==> src/rtl/pipe_stage_buf.sv <==
// Pipeline stage register with a valid/ready handshake and a 2-entry skid buffer.
// The upstream ready depends only on registered state, so the downstream ready never
// reaches it combinationally. Side-effect control bits are driven only in the first
// cycle an entry sits at the head. Bubbles are presented as all-zero payloads.
module pipe_stage_buf #(
  parameter int unsigned              DATA_W    = 96,
  parameter int unsigned              CTRL_W    = 16,
  parameter logic [CTRL_W-1:0]        SIDE_MASK = {CTRL_W{1'b0}},
  parameter int unsigned              CNT_W     = 16
) (
  input  logic              clk,
  input  logic              rst_n,
  input  logic              flush,
  input  logic              in_valid,
  output logic              in_ready,
  input  logic [DATA_W-1:0] in_data,
  input  logic [CTRL_W-1:0] in_ctrl,
  output logic              out_valid,
  input  logic              out_ready,
  output logic [DATA_W-1:0] out_data,
  output logic [CTRL_W-1:0] out_ctrl,
  output logic [1:0]        occupancy,
  output logic [CNT_W-1:0]  stall_cnt,
  input  logic              stall_cnt_clr
);

  typedef enum logic [1:0] {
    StEmpty = 2'd0,
    StOne   = 2'd1,
    StTwo   = 2'd2
  } state_e;

  state_e              state_q;
  logic [DATA_W-1:0]   head_data_q;
  logic [CTRL_W-1:0]   head_ctrl_q;
  logic [DATA_W-1:0]   skid_data_q;
  logic [CTRL_W-1:0]   skid_ctrl_q;
  logic                fresh_q;
  logic [CNT_W-1:0]    stall_cnt_q;

  logic                accept;
  logic                pop;
  logic [CTRL_W-1:0]   side_gate;

  localparam logic [CNT_W-1:0] CntOne = {{(CNT_W-1){1'b0}}, 1'b1};
  localparam logic [CNT_W-1:0] CntMax = {CNT_W{1'b1}};

  // Handshake and occupancy derived purely from registered state.
  always_comb begin
    in_ready  = (state_q != StTwo);
    out_valid = (state_q != StEmpty);
    accept    = in_valid & in_ready;
    pop       = out_valid & out_ready;
    occupancy = 2'd0;
    unique case (state_q)
      StEmpty: occupancy = 2'd0;
      StOne:   occupancy = 2'd1;
      StTwo:   occupancy = 2'd2;
      default: occupancy = 2'd0;
    endcase
  end

  // Output gating: bubbles read as zero, side bits only while the head entry is fresh.
  always_comb begin
    side_gate = fresh_q ? {CTRL_W{1'b1}} : ~SIDE_MASK;
    out_data  = out_valid ? head_data_q : {DATA_W{1'b0}};
    out_ctrl  = out_valid ? (head_ctrl_q & side_gate) : {CTRL_W{1'b0}};
    stall_cnt = stall_cnt_q;
  end

  // Stage FSM: head/skid storage and freshness tracking; flush outranks all traffic.
  always_ff @(posedge clk or negedge rst_n) begin
    if (!rst_n) begin
      state_q     <= StEmpty;
      head_data_q <= '0;
      head_ctrl_q <= '0;
      skid_data_q <= '0;
      skid_ctrl_q <= '0;
      fresh_q     <= 1'b0;
    end else if (flush) begin
      // A pop in this cycle still completes downstream; any offered input is dropped.
      state_q     <= StEmpty;
      head_data_q <= '0;
      head_ctrl_q <= '0;
      skid_data_q <= '0;
      skid_ctrl_q <= '0;
      fresh_q     <= 1'b0;
    end else begin
      unique case (state_q)
        StEmpty: begin
          if (accept) begin
            head_data_q <= in_data;
            head_ctrl_q <= in_ctrl;
            fresh_q     <= 1'b1;
            state_q     <= StOne;
          end else begin
            fresh_q <= 1'b0;
          end
        end
        StOne: begin
          if (accept && pop) begin
            head_data_q <= in_data;
            head_ctrl_q <= in_ctrl;
            fresh_q     <= 1'b1;
          end else if (accept) begin
            skid_data_q <= in_data;
            skid_ctrl_q <= in_ctrl;
            fresh_q     <= 1'b0;
            state_q     <= StTwo;
          end else if (pop) begin
            fresh_q <= 1'b0;
            state_q <= StEmpty;
          end else begin
            fresh_q <= 1'b0;
          end
        end
        StTwo: begin
          if (pop) begin
            head_data_q <= skid_data_q;
            head_ctrl_q <= skid_ctrl_q;
            fresh_q     <= 1'b1;
            state_q     <= StOne;
          end else begin
            fresh_q <= 1'b0;
          end
        end
        default: begin
          state_q <= StEmpty;
          fresh_q <= 1'b0;
        end
      endcase
    end
  end

  // Saturating stall counter; clear wins over increment and flush leaves it alone.
  always_ff @(posedge clk or negedge rst_n) begin
    if (!rst_n) begin
      stall_cnt_q <= '0;
    end else if (stall_cnt_clr) begin
      stall_cnt_q <= '0;
    end else if (out_valid && !out_ready && (stall_cnt_q != CntMax)) begin
      stall_cnt_q <= stall_cnt_q + CntOne;
    end
  end

endmodule

==> config.mk <==
export PLATFORM = sky130hd
export DESIGN_NAME = pipe_stage_buf
export DESIGN_NICKNAME = d
export VERILOG_FILES = /design/src/rtl/pipe_stage_buf.sv
export SDC_FILE = /design/constraint.sdc
export NUM_CORES = 1
export LEC_CHECK = 0
export CAP_MARGIN = 20
export CORE_ASPECT_RATIO = 0.5
export CORE_MARGIN = 10
export CORE_UTILIZATION = 25
export CTS_CLUSTER_DIAMETER = 150
export DETAILED_ROUTE_END_ITERATION = 12
export MAX_ROUTING_LAYER = met4
export PLACE_DENSITY = 0.46
export RECOVER_POWER = 50
export REMOVE_ABC_BUFFERS = 1
export SYNTH_ARGS = -nofsm -noshare
export SYNTH_HDL_FRONTEND = slang
export SYNTH_SLANG_ARGS = --single-unit
==> constraint.sdc <==
create_clock -name clk -period 2.7 [get_ports clk]
set_clock_uncertainty 0.15 [all_clocks]
set_input_delay 0.405 -clock clk [delete_from_list [all_inputs] [get_ports clk]]
set_output_delay 0.405 -clock clk [all_outputs]
set_load 0.03 [all_outputs]
==> run metrics <==
outcome=complete, but fails checks; failing checks=max-capacitance violations, max-slew violations; Final min period=2.60 ns; Routed Antenna Nets=0; first-pass GRT wire length=59800 um; Leak=0.00650 uW; Post-Syn Area=between 10000 and 15000 um2; met1 Track Usage GR=0.150; met3 usage=0.0171; crit path DAT=2.05 ns; Detail Placement HPWL=between 20000 and 30000 um; Avg Inst Size Synth=9.44 um2; share of cells above drive strength 1=0.104; Die W=approximately 320 um; number of CTS-inserted buffers=26; largest family of logic cells by synthesized area=simple AND/OR/NAND/NOR gates; clock slew at reported path FFs=0.06 ns; Max Cap Viol=1; most common cell after layout, fill and taps aside=nand2_1; crit path kind=reg -> out; Critical Path Fanout Max=7; Die H=approximately 170 um; CP delay by family, top=buffers and inverters; setup_tns=0 ns; 1st-iter DRT viols=634; Syn-to-layout area delta=34.8%; IO Pins=between 200 and 300; DRT Pass-1 Iters=5; clk sink count=242; post-synthesis sequential area ratio=0.522; crit path cell chain=clkbuf_2 > nor2b_1 > clkdlybuf4s50_1; dominant cell type by area after synthesis=dfrtp_1; clk root buf=clkbuf_16; Total GRT Usage=0.137; wire per inst=between 15 and 20 um; H-Tree Depth=1; final hold violation count=0; simple-gate share of the synthesized area=0.201; distinct cell type count after synthesis=34; CP startpoint kind=register; total wire length=38900 um; GRT Max-Usage Layer=met2; met2 usage=0.264; CP max stage cell=clkdlybuf4s50_1; Post-Synth XOR/XNOR Area=0; # rows=55; vias in the first global route=10000; dominant cells by area after synthesis=dfrtp_1 52%, nand2_1 11%, mux2i_1 9.8%, o31ai_1 7.6%, and2_1 6.1%; share of the synthesized area in the top cell type=0.522; fmax=384 MHz; GRT Residual Overflow=0; Final Cycle Share=0.964; post-synthesis compound-gate area fraction=0.135; initial core utilization=0.255; crit end category=output pin; Residual DRC=0; WP data required=about 2.1 ns; vias=9592; Cells after Synth=1228; mux contribution to synthesized area=0.103; clock buffer depth=3; worst slack, placed=~0.18 ns; gpl congestion=0.768; insertion delay to the later sink of the worst-skew pair=~0.54 ns; FF+latch count, synth=242; count of final setup violators=0; layout net count=roughly 1600; worst-margin pin slew=2.03 ns; worst hold slack=0.282 ns; Final WS setup=0.0982 ns; largest net degree at the start of global routing=159; Hold Crit Class=in -> reg; routed vias/inst=4.59; number of port buffers=around 250; Synth Area in Adders=0.00108; WP buf/inv=2; initial antenna violation count=2; RSZ-0062 raised after global routing=false; fill count=4635; Core Area=about 45000 um2; Die ar.=approximately 56000 um2; CP max stage delay=0.72 ns; Yosys warning count=0; headroom to the max-slew limit=-0.351; fin. max-slew vios=a little under 70; CTS tree=yes; worst vdd ir=0.489 mV; Power Density=568 nW/um2; most frequent cells in the layout=341 x nand2_1, 242 x dfrtp_1, 132 x clkdlybuf4s50_1
==> worst register-to-register path, stage by stage, from the launching register on <==
cell and delay (ns):
dfrtp_1 0.38, clkbuf_2 0.22, nor2b_1 0.08, clkbuf_2 0.16, a221oi_4 0.26, clkbuf_2 0.55, buf_6 0.37, o31ai_1 0.13
==> cell usage after synthesis <==
master,number
a221oi_2,1
nand3_1,1
mux2_2,5
o31ai_1,117
or4b_2,2
mux2i_1,114
nand2_1,341
nor4_1,4
buf_1,6
dfrtp_1,242
and4_1,1
or4_1,4
o21a_1,1
inv_2,1
nand4_2,1
o21ai_0,3
a21oi_1,123
nor3_1,5
clkbuf_1,74
o22a_1,1
nor2_1,10
or4b_1,1
or3_1,3
nor2b_1,9
and2_1,113
nand2b_1,7
o21ba_2,1
o41ai_1,1
and3_1,1
nand4_1,7
buf_2,23
inv_1,3
ha_1,1
a311oi_1,1
==> per-stage QoR <==
stage	area, um2	power [uW]	util	instances
2_1_floorplan	11200	4590	-	1125
3_3_place_gp	14900	5340	0.328	2043
3_5_place_dp	14900	5370	0.328	2043
4_1_cts	15700	9040	0.345	2090
5_1_grt	15600	9300	0.344	2092
6_report	15600	8870	0.344	2092
==> report_power, final <==
part | internal, uW | leakage, uW | switching (uW)
combinational | 521 | 0.00282 | 793
clock | 2120 | 0.000420 | 1520
sequential | 3820 | 0.00326 | 96.2
total | 6460 | 0.00650 | 2410
==> flip-flops by register name (all words and copies together) (netlist names) <==
name / cells
skid_ctrl_q: 16
skid_data_q: 96
state_q: 2
head_ctrl_q: 16
stall_cnt: 16
head_data_q: 96
==> layout make-up <==
class                      instances  area [um2]  area share
sequential                       242        6060       0.387
multi-input combinational        879        5130       0.328
timing repair buffer             292        2780       0.178
tap                              627         785      0.0502
clock buffer                      37         753      0.0482
clock inverter                     9        97.6     0.00624
inverter                           4        20.0     0.00128
antenna                            2        5.00    0.000320
==> cell families after synthesis <==
family	after synthesis
adders and majority gates	1
muxes	119
AOI/OAI and AO/OA	249
and+or+nand+nor	510
buffers and inverters	107
DFF	242
==> routing by layer <==
layer,up-vias,wire [um]
li1,4626,-
met1,4819,15700
met2,102,21500
met3,45,840
met4,0,755
met5,-,0
==> worst paths after layout <==
path,from,to,slack (ns),cells past startpoint
min reg2reg,head_data_q[69]$_DFFE_PN0P_,head_data_q[69]$_DFFE_PN0P_,0.32,2
max,state_q[1]$_DFFE_PN0P_,occupancy[0],0.1,3
max reg2reg,state_q[1]$_DFFE_PN0P_,head_ctrl_q[2]$_DFFE_PN0P_,0.24,7
min in group asynchronous,rst_n,skid_data_q[70]$_DFFE_PN0P_,0.77,2
min,in_data[2],skid_data_q[2]$_DFFE_PN0P_,0.28,3
max in group asynchronous,rst_n,head_ctrl_q[8]$_DFFE_PN0P_,0.37,2
==> timing repair <==
action / in CTS / in global routing
endpoints found under the hold margin: 66 / 0
setup buffers: 0 / 0
resized for setup: 56 / 4
hold buffers: 1 / 0
endpoints found under the setup margin: 73 / 16
(Power assumes the default switching activity.)
